--- src/rtl/tow_pkg.sv ---
// Shared Tug of War definitions: round-start FSM states, result pulse bundle and
// default timing constants shared with the rope-position logic.
package tow_pkg;

  localparam int DELAY_BITS_DEF = 4;
  localparam int MIN_DELAY_DEF  = 4;
  localparam int TIMEOUT_DEF    = 32;

  typedef enum logic [1:0] {
    IDLE = 2'd0,
    SEED = 2'd1,
    WAIT = 2'd2,
    GO   = 2'd3
  } state_t;

  typedef struct packed {
    logic win_l;
    logic win_r;
    logic foul_l;
    logic foul_r;
    logic tie;
    logic timeout;
  } result_t;

  localparam result_t RESULT_NONE = '0;

endpackage

--- src/rtl/round_starter_if.sv ---
// Signal bundle between the round-start controller and its neighbours
// (clock divider tick, player buttons, random generator, rope logic).
interface round_starter_if;
  logic slowenable;
  logic start;
  logic btn_l;
  logic btn_r;
  logic rnd_bit;
  logic rnd_step;
  logic busy;
  logic go;
  logic win_l;
  logic win_r;
  logic foul_l;
  logic foul_r;
  logic tie;
  logic timeout;

  modport master (
    output slowenable, start, btn_l, btn_r, rnd_bit,
    input  rnd_step, busy, go, win_l, win_r, foul_l, foul_r, tie, timeout
  );

  modport slave (
    input  slowenable, start, btn_l, btn_r, rnd_bit,
    output rnd_step, busy, go, win_l, win_r, foul_l, foul_r, tie, timeout
  );
endinterface

--- src/rtl/round_starter_tick_counter.sv ---
// Loadable down-counter of slow ticks; hits_zero flags the enabled tick that
// takes the count from 1 to 0, so the caller can act on that very edge.
module tick_counter #(
  parameter int WIDTH = 5
) (
  input  logic             clk,
  input  logic             rst,
  input  logic             load,
  input  logic [WIDTH-1:0] load_val,
  input  logic             en,
  output logic             hits_zero
);

  logic [WIDTH-1:0] count;

  // Load wins over a coincident tick, so the tick on the loading edge is not counted.
  // NOTE: sequential state uses non-blocking (<=) so every flop samples pre-edge values.
  always_ff @(posedge clk) begin
    if (rst)
      count <= '0;
    else if (load)
      count <= load_val;
    else if (en && (count != '0))
      count <= count - WIDTH'(1);
  end

  assign hits_zero = en && (count == WIDTH'(1));

endmodule

--- src/rtl/round_starter.sv ---
// Round-start controller: draws a random delay from the LFSR, counts it in slow
// ticks, lights GO, then judges first press, false starts, ties and timeouts.
module round_starter
  import tow_pkg::*;
#(
  parameter int DELAY_BITS = DELAY_BITS_DEF,
  parameter int MIN_DELAY  = MIN_DELAY_DEF,
  parameter int TIMEOUT    = TIMEOUT_DEF
) (
  input logic             clk,
  input logic             rst,
  round_starter_if.slave  bus
);

  localparam int CW = DELAY_BITS + 1;
  localparam int TW = $clog2(TIMEOUT + 1);
  localparam int BW = $clog2(DELAY_BITS);

  state_t                state, state_nxt;
  result_t               res, res_nxt;
  logic [DELAY_BITS-1:0] delay;
  logic [DELAY_BITS-1:0] delay_shift;
  logic [BW-1:0]         bit_cnt;
  logic                  seed_last;
  logic                  dly_expire, tmo_expire;
  logic                  any_btn, both_btn;

  assign delay_shift = {delay[DELAY_BITS-2:0], bus.rnd_bit};
  assign seed_last   = (state == SEED) && (bit_cnt == BW'(DELAY_BITS - 1));
  assign any_btn     = bus.btn_l || bus.btn_r;
  assign both_btn    = bus.btn_l && bus.btn_r;

  tick_counter #(.WIDTH(CW)) u_delay_cnt (
    .clk       (clk),
    .rst       (rst),
    .load      (seed_last),
    .load_val  (CW'(MIN_DELAY) + CW'(delay_shift)),
    .en        (bus.slowenable && (state == WAIT)),
    .hits_zero (dly_expire)
  );

  // Reloaded on every entry to GO, i.e. on the edge that leaves WAIT for GO.
  tick_counter #(.WIDTH(TW)) u_timeout_cnt (
    .clk       (clk),
    .rst       (rst),
    .load      ((state == WAIT) && (state_nxt == GO)),
    .load_val  (TW'(TIMEOUT)),
    .en        (bus.slowenable && (state == GO)),
    .hits_zero (tmo_expire)
  );

  always_ff @(posedge clk) begin
    if (rst) begin
      state   <= IDLE;
      res     <= RESULT_NONE;
      delay   <= '0;
      bit_cnt <= '0;
    end else begin
      state <= state_nxt;
      res   <= res_nxt;
      if ((state == IDLE) && bus.start) begin
        delay   <= '0;
        bit_cnt <= '0;
      end else if (state == SEED) begin
        delay   <= delay_shift;
        bit_cnt <= bit_cnt + BW'(1);
      end
    end
  end

  // NOTE: defaults first, so no path through the case leaves a signal unassigned (no latch).
  always_comb begin
    state_nxt = state;
    res_nxt   = RESULT_NONE;
    unique case (state)
      IDLE: if (bus.start) state_nxt = SEED;
      SEED, WAIT: begin
        // A false start outranks the delay expiring on the same edge.
        if (any_btn) begin
          res_nxt.foul_l = bus.btn_l;
          res_nxt.foul_r = bus.btn_r;
          state_nxt      = IDLE;
        end else if (seed_last) begin
          state_nxt = WAIT;
        end else if ((state == WAIT) && dly_expire) begin
          state_nxt = GO;
        end
      end
      GO: begin
        if (both_btn) begin
          res_nxt.tie = 1'b1;
          state_nxt   = IDLE;
        end else if (any_btn) begin
          res_nxt.win_l = bus.btn_l;
          res_nxt.win_r = bus.btn_r;
          state_nxt     = IDLE;
        end else if (tmo_expire) begin
          res_nxt.timeout = 1'b1;
          state_nxt       = IDLE;
        end
      end
      default: state_nxt = IDLE;
    endcase
  end

  assign bus.rnd_step = (state == SEED);
  assign bus.busy     = (state != IDLE);
  assign bus.go       = (state == GO);
  assign bus.win_l    = res.win_l;
  assign bus.win_r    = res.win_r;
  assign bus.foul_l   = res.foul_l;
  assign bus.foul_r   = res.foul_r;
  assign bus.tie      = res.tie;
  assign bus.timeout  = res.timeout;

endmodule

--- src/flat_wrapper.sv ---
// flat-port wrapper written by rule: the top's interface ports become plain ports
module round_starter_flat import tow_pkg::*;
#(
  parameter int DELAY_BITS = DELAY_BITS_DEF,
  parameter int MIN_DELAY  = MIN_DELAY_DEF,
  parameter int TIMEOUT    = TIMEOUT_DEF
)
  (clk, rst, bus_slowenable, bus_start, bus_btn_l, bus_btn_r, bus_rnd_bit, bus_rnd_step, bus_busy, bus_go, bus_win_l, bus_win_r, bus_foul_l, bus_foul_r, bus_tie, bus_timeout);
  round_starter_if bus_i ();
  input logic clk;
  input logic rst;
  input wire logic [$bits(bus_i.slowenable)-1:0] bus_slowenable;
  input wire logic [$bits(bus_i.start)-1:0] bus_start;
  input wire logic [$bits(bus_i.btn_l)-1:0] bus_btn_l;
  input wire logic [$bits(bus_i.btn_r)-1:0] bus_btn_r;
  input wire logic [$bits(bus_i.rnd_bit)-1:0] bus_rnd_bit;
  output wire logic [$bits(bus_i.rnd_step)-1:0] bus_rnd_step;
  output wire logic [$bits(bus_i.busy)-1:0] bus_busy;
  output wire logic [$bits(bus_i.go)-1:0] bus_go;
  output wire logic [$bits(bus_i.win_l)-1:0] bus_win_l;
  output wire logic [$bits(bus_i.win_r)-1:0] bus_win_r;
  output wire logic [$bits(bus_i.foul_l)-1:0] bus_foul_l;
  output wire logic [$bits(bus_i.foul_r)-1:0] bus_foul_r;
  output wire logic [$bits(bus_i.tie)-1:0] bus_tie;
  output wire logic [$bits(bus_i.timeout)-1:0] bus_timeout;
  assign bus_i.slowenable = bus_slowenable;
  assign bus_i.start = bus_start;
  assign bus_i.btn_l = bus_btn_l;
  assign bus_i.btn_r = bus_btn_r;
  assign bus_i.rnd_bit = bus_rnd_bit;
  assign bus_rnd_step = bus_i.rnd_step;
  assign bus_busy = bus_i.busy;
  assign bus_go = bus_i.go;
  assign bus_win_l = bus_i.win_l;
  assign bus_win_r = bus_i.win_r;
  assign bus_foul_l = bus_i.foul_l;
  assign bus_foul_r = bus_i.foul_r;
  assign bus_tie = bus_i.tie;
  assign bus_timeout = bus_i.timeout;
  round_starter #(.DELAY_BITS(DELAY_BITS), .MIN_DELAY(MIN_DELAY), .TIMEOUT(TIMEOUT)) u_core (.clk(clk), .rst(rst), .bus(bus_i));
endmodule
--- config.mk ---
export PLATFORM = sky130hd
export DESIGN_NAME = round_starter_flat
export DESIGN_NICKNAME = d
export VERILOG_FILES = /design/src/rtl/tow_pkg.sv /design/src/rtl/round_starter_if.sv /design/src/rtl/round_starter_tick_counter.sv /design/src/rtl/round_starter.sv /design/src/flat_wrapper.sv
export SDC_FILE = /design/constraint.sdc
export NUM_CORES = 1
export LEC_CHECK = 0
export CAP_MARGIN = 20
export CORE_MARGIN = 2
export CORE_UTILIZATION = 49
export DETAILED_ROUTE_END_ITERATION = 16
export PLACE_DENSITY = 0.72
export REMOVE_ABC_BUFFERS = 1
export SKIP_LAST_GASP = 1
export SLEW_MARGIN = 10
export SYNTH_ARGS = -nofsm -noshare
export SYNTH_HDL_FRONTEND = slang
export SYNTH_HIERARCHICAL = 1
export SYNTH_SLANG_ARGS = --single-unit
export TNS_END_PERCENT = 100
--- constraint.sdc ---
create_clock -name clk -period 2.5 [get_ports clk]
set_input_delay 0.75 -clock clk [delete_from_list [all_inputs] [get_ports clk]]
set_output_delay 0.75 -clock clk [all_outputs]
set_load 0.005 [all_outputs]
==> results.json <==
{
  "status": "finished, final reports clean",
  "die_area_sq_mm": 0.00331,
  "first_pass_iters": 4,
  "seq_area_frac_synth": 0.343,
  "die_w_um": 57.5,
  "period_needed_ns": 2.39,
  "powerDensity_mw_per_mm2": 468,
  "clk_path_buf_depth": 2,
  "grt_usage": 0.192,
  "hp-class": "register to register",
  "final_max_slew_viol_count": 0,
  "fp.coreArea_sq_mm": 0.00273,
  "gr-total-overflow": 0,
  "nets": 206,
  "grt_max_degree": 15,
  "setup_viol": 0,
  "layout_commonest_cell": "dfxtp_1",
  "max_freq_mhz": 419,
  "grt_pass1_wl_mm": 5.10,
  "cp-end-kind": "register",
  "drive_gt1_frac": 0.210,
  "globalplace.congestion": 0.782,
  "synth_warnings": 6,
  "area_growth_pct": 25.2,
  "antenna_found_initial": 0,
  "htree_levels": 1,
  "worstMarginPinSlew_ns": 0.526,
  "synth.distinct_cells": 50,
  "dp_hpwl_mm": 2.17,
  "syn_area_per_cell_sq_um": 9.17,
  "cts_root_buf": "clkbuf_4",
  "finClkSkew_ns": 0.00139,
  "cts_tree": "built",
  "drt.antenna.violating_nets": 0,
  "hold_violations": 0,
  "synth_async_sr_flop_share": 0,
  "avgRoutedWirePerCell_um": 13.8,
  "worstSetupPathType": "primary input to register",
  "clkTransAtPathRegs_ns": 0.14,
  "rsz0062_at_grt": "no",
  "arrival_ns": 2.64,
  "start_util": 0.513,
  "cts_buffers": 3,
  "p_total_uw": 822,
  "grt_pass1_vias": 1222,
  "synth-main-ff-cell": "dfxtp_1",
  "totalWireLength_mm": 2.99,
  "ir_drop_uv": 324,
  "crit_fanout": 7,
  "finalCritPeriodShare": 0.956,
  "hold_slack_ns": 0.530,
  "io_pins": 16,
  "synth_cells": 153,
  "synth_seq_cells": 24,
  "vias": 1225,
  "setup_tns_ns": 0,
  "via_per_inst": 5.65,
  "die_h_um": 57.5,
  "drt_iter0_markers": 31,
  "port_buffers": 15,
  "layout_common_cells": "dfxtp_1, buf_4, clkdlybuf4s50_1, nor2_1, inv_1",
  "cp-start-kind": "primary input",
  "critPathRequiredTime_ns": 2.75,
  "slew_headroom": 0.648,
  "synth_edf_count": 0,
  "fp-row-count": 19,
  "cts_sinks": 24,
  "maxCapViolations": 0,
  "leakagePower_uw": 0.000713,
  "clk-insertion-delay-late_ns": 0.31,
  "n_antenna_cell": 0,
  "netlist_area_sq_mm": 0.00140,
  "drc_errors": 0
}
[report_power, final]
part / internal (uW) / leakage (uW) / switching [uW]
Clock: 162 / 0.0000279 / 123
Sequential: 391 / 0.000195 / 6.67
Combinational: 75.3 / 0.000490 / 64.0
Total: 629 / 0.000713 / 194
[stage by stage]
step / instances / instance area, sq um / utilization / worst slack (ns)
global placement: 208 / 1640 / 0.599 / -0.415
CTS: 217 / 1740 / 0.637 / 0.0428
detailed placement: 208 / 1640 / 0.599 / -0.479
floorplan: 152 / 1370 / - / 0.0910
global route: 217 / 1760 / 0.642 / 0.0232
finish: 217 / 1760 / 0.642 / 0.111
[worst max-delay path: stages]
cell and delay [ns]:
dlygate4sd2_1 0.24, and2_1 0.18, and4b_2 0.24, a22o_1 0.23, a31oi_1 0.19, a21oi_2 0.07, and3_4 0.20, or3_1 0.37
o211ai_1 0.17
[cell families (layout without fill, tap and decap cells)]
group / Yosys count / in the layout / share of synthesized area
XOR/XNOR: 1 / 1 / 0.00625
multiplexers: 4 / 4 / 0.0285
buffers and inverters: 18 / 47 / 0.0660
AO/OA/AOI/OAI: 28 / 28 / 0.159
flip-flops: 24 / 24 / 0.343
AND/OR/NAND/NOR: 64 / 64 / 0.285
adder cells (fa/ha/maj): 12 / 12 / 0.107
other: 2 / 6 / 0.00535
[Yosys cell counts (3+ instances only)]
| cell type | count | area, sq um |
|---|---|---|
| a21oi_1 | 4 | 20.0 |
| a311oi_1 | 4 | 35.0 |
| and3b_1 | 3 | 26.3 |
| dfxtp_1 | 24 | 480 |
| ha_1 | 12 | 150 |
| inv_1 | 13 | 48.8 |
| mux2i_1 | 4 | 40.0 |
| nand2_1 | 8 | 30.0 |
| nand3_1 | 3 | 15.0 |
| nor2_1 | 14 | 52.6 |
| nor2b_1 | 4 | 25.0 |
| nor3_1 | 6 | 30.0 |
| o211ai_1 | 3 | 22.5 |
[worst paths after layout]
check / slack [ns] / depth (start not counted) / startpoint / to
worst max-delay path: 0.11 / 9 / bus_slowenable / u_core/u_timeout_cnt/count[0]$_SDFFE_PP0P_
worst min register to register: 0.53 / 2 / u_core/bit_cnt[1]$_SDFFE_PP0P_ / u_core/bit_cnt[1]$_SDFFE_PP0P_
worst min-delay path: 0.53 / 2 / u_core/bit_cnt[1]$_SDFFE_PP0P_ / u_core/bit_cnt[1]$_SDFFE_PP0P_
worst max register to register: 0.11 / 10 / u_core/state[0]$_SDFF_PP0_ / u_core/u_timeout_cnt/count[0]$_SDFFE_PP0P_
[what timing repair did]
action,4_1_cts,5_1_grt
setup buffers,5,0
hold buffers,0,0
gates resized for setup,6,6
pin swaps,6,0
endpoints found under the setup margin,5,6
[registers in the layout (all words and copies together), names as in the netlist]
register and cells:
u_core/bus.win_r 1, u_core/bus.tie 1, u_core/bus.foul_r 1, u_core/bit_cnt 2
u_core/state 2, u_core/bus.timeout 1, u_core/u_timeout_cnt/count 6, u_core/u_delay_cnt/count 5
u_core/delay 3, u_core/bus.foul_l 1, u_core/bus.win_l 1
[layout make-up]
cell class / count / area, sq um
repair buffers: 30 / 262
multi-input cells: 115 / 868
inverters: 13 / 48.8
fillers: 217 / 978
well taps: 31 / 38.8
clock inverters: 1 / 30.0
flip-flops and latches: 24 / 485
clock buffers: 3 / 22.5
[metal layers]
layer / up-vias / share of wire / track usage
met5: - / 0 / 0
met4: 0 / 0.0057 / 0.0498
met3: 2 / 0.025 / 0.0317
met2: 17 / 0.52 / 0.359
met1: 591 / 0.45 / 0.225
li1: 615 / - / -
No activity file was read; power rests on OpenSTA's default activity.
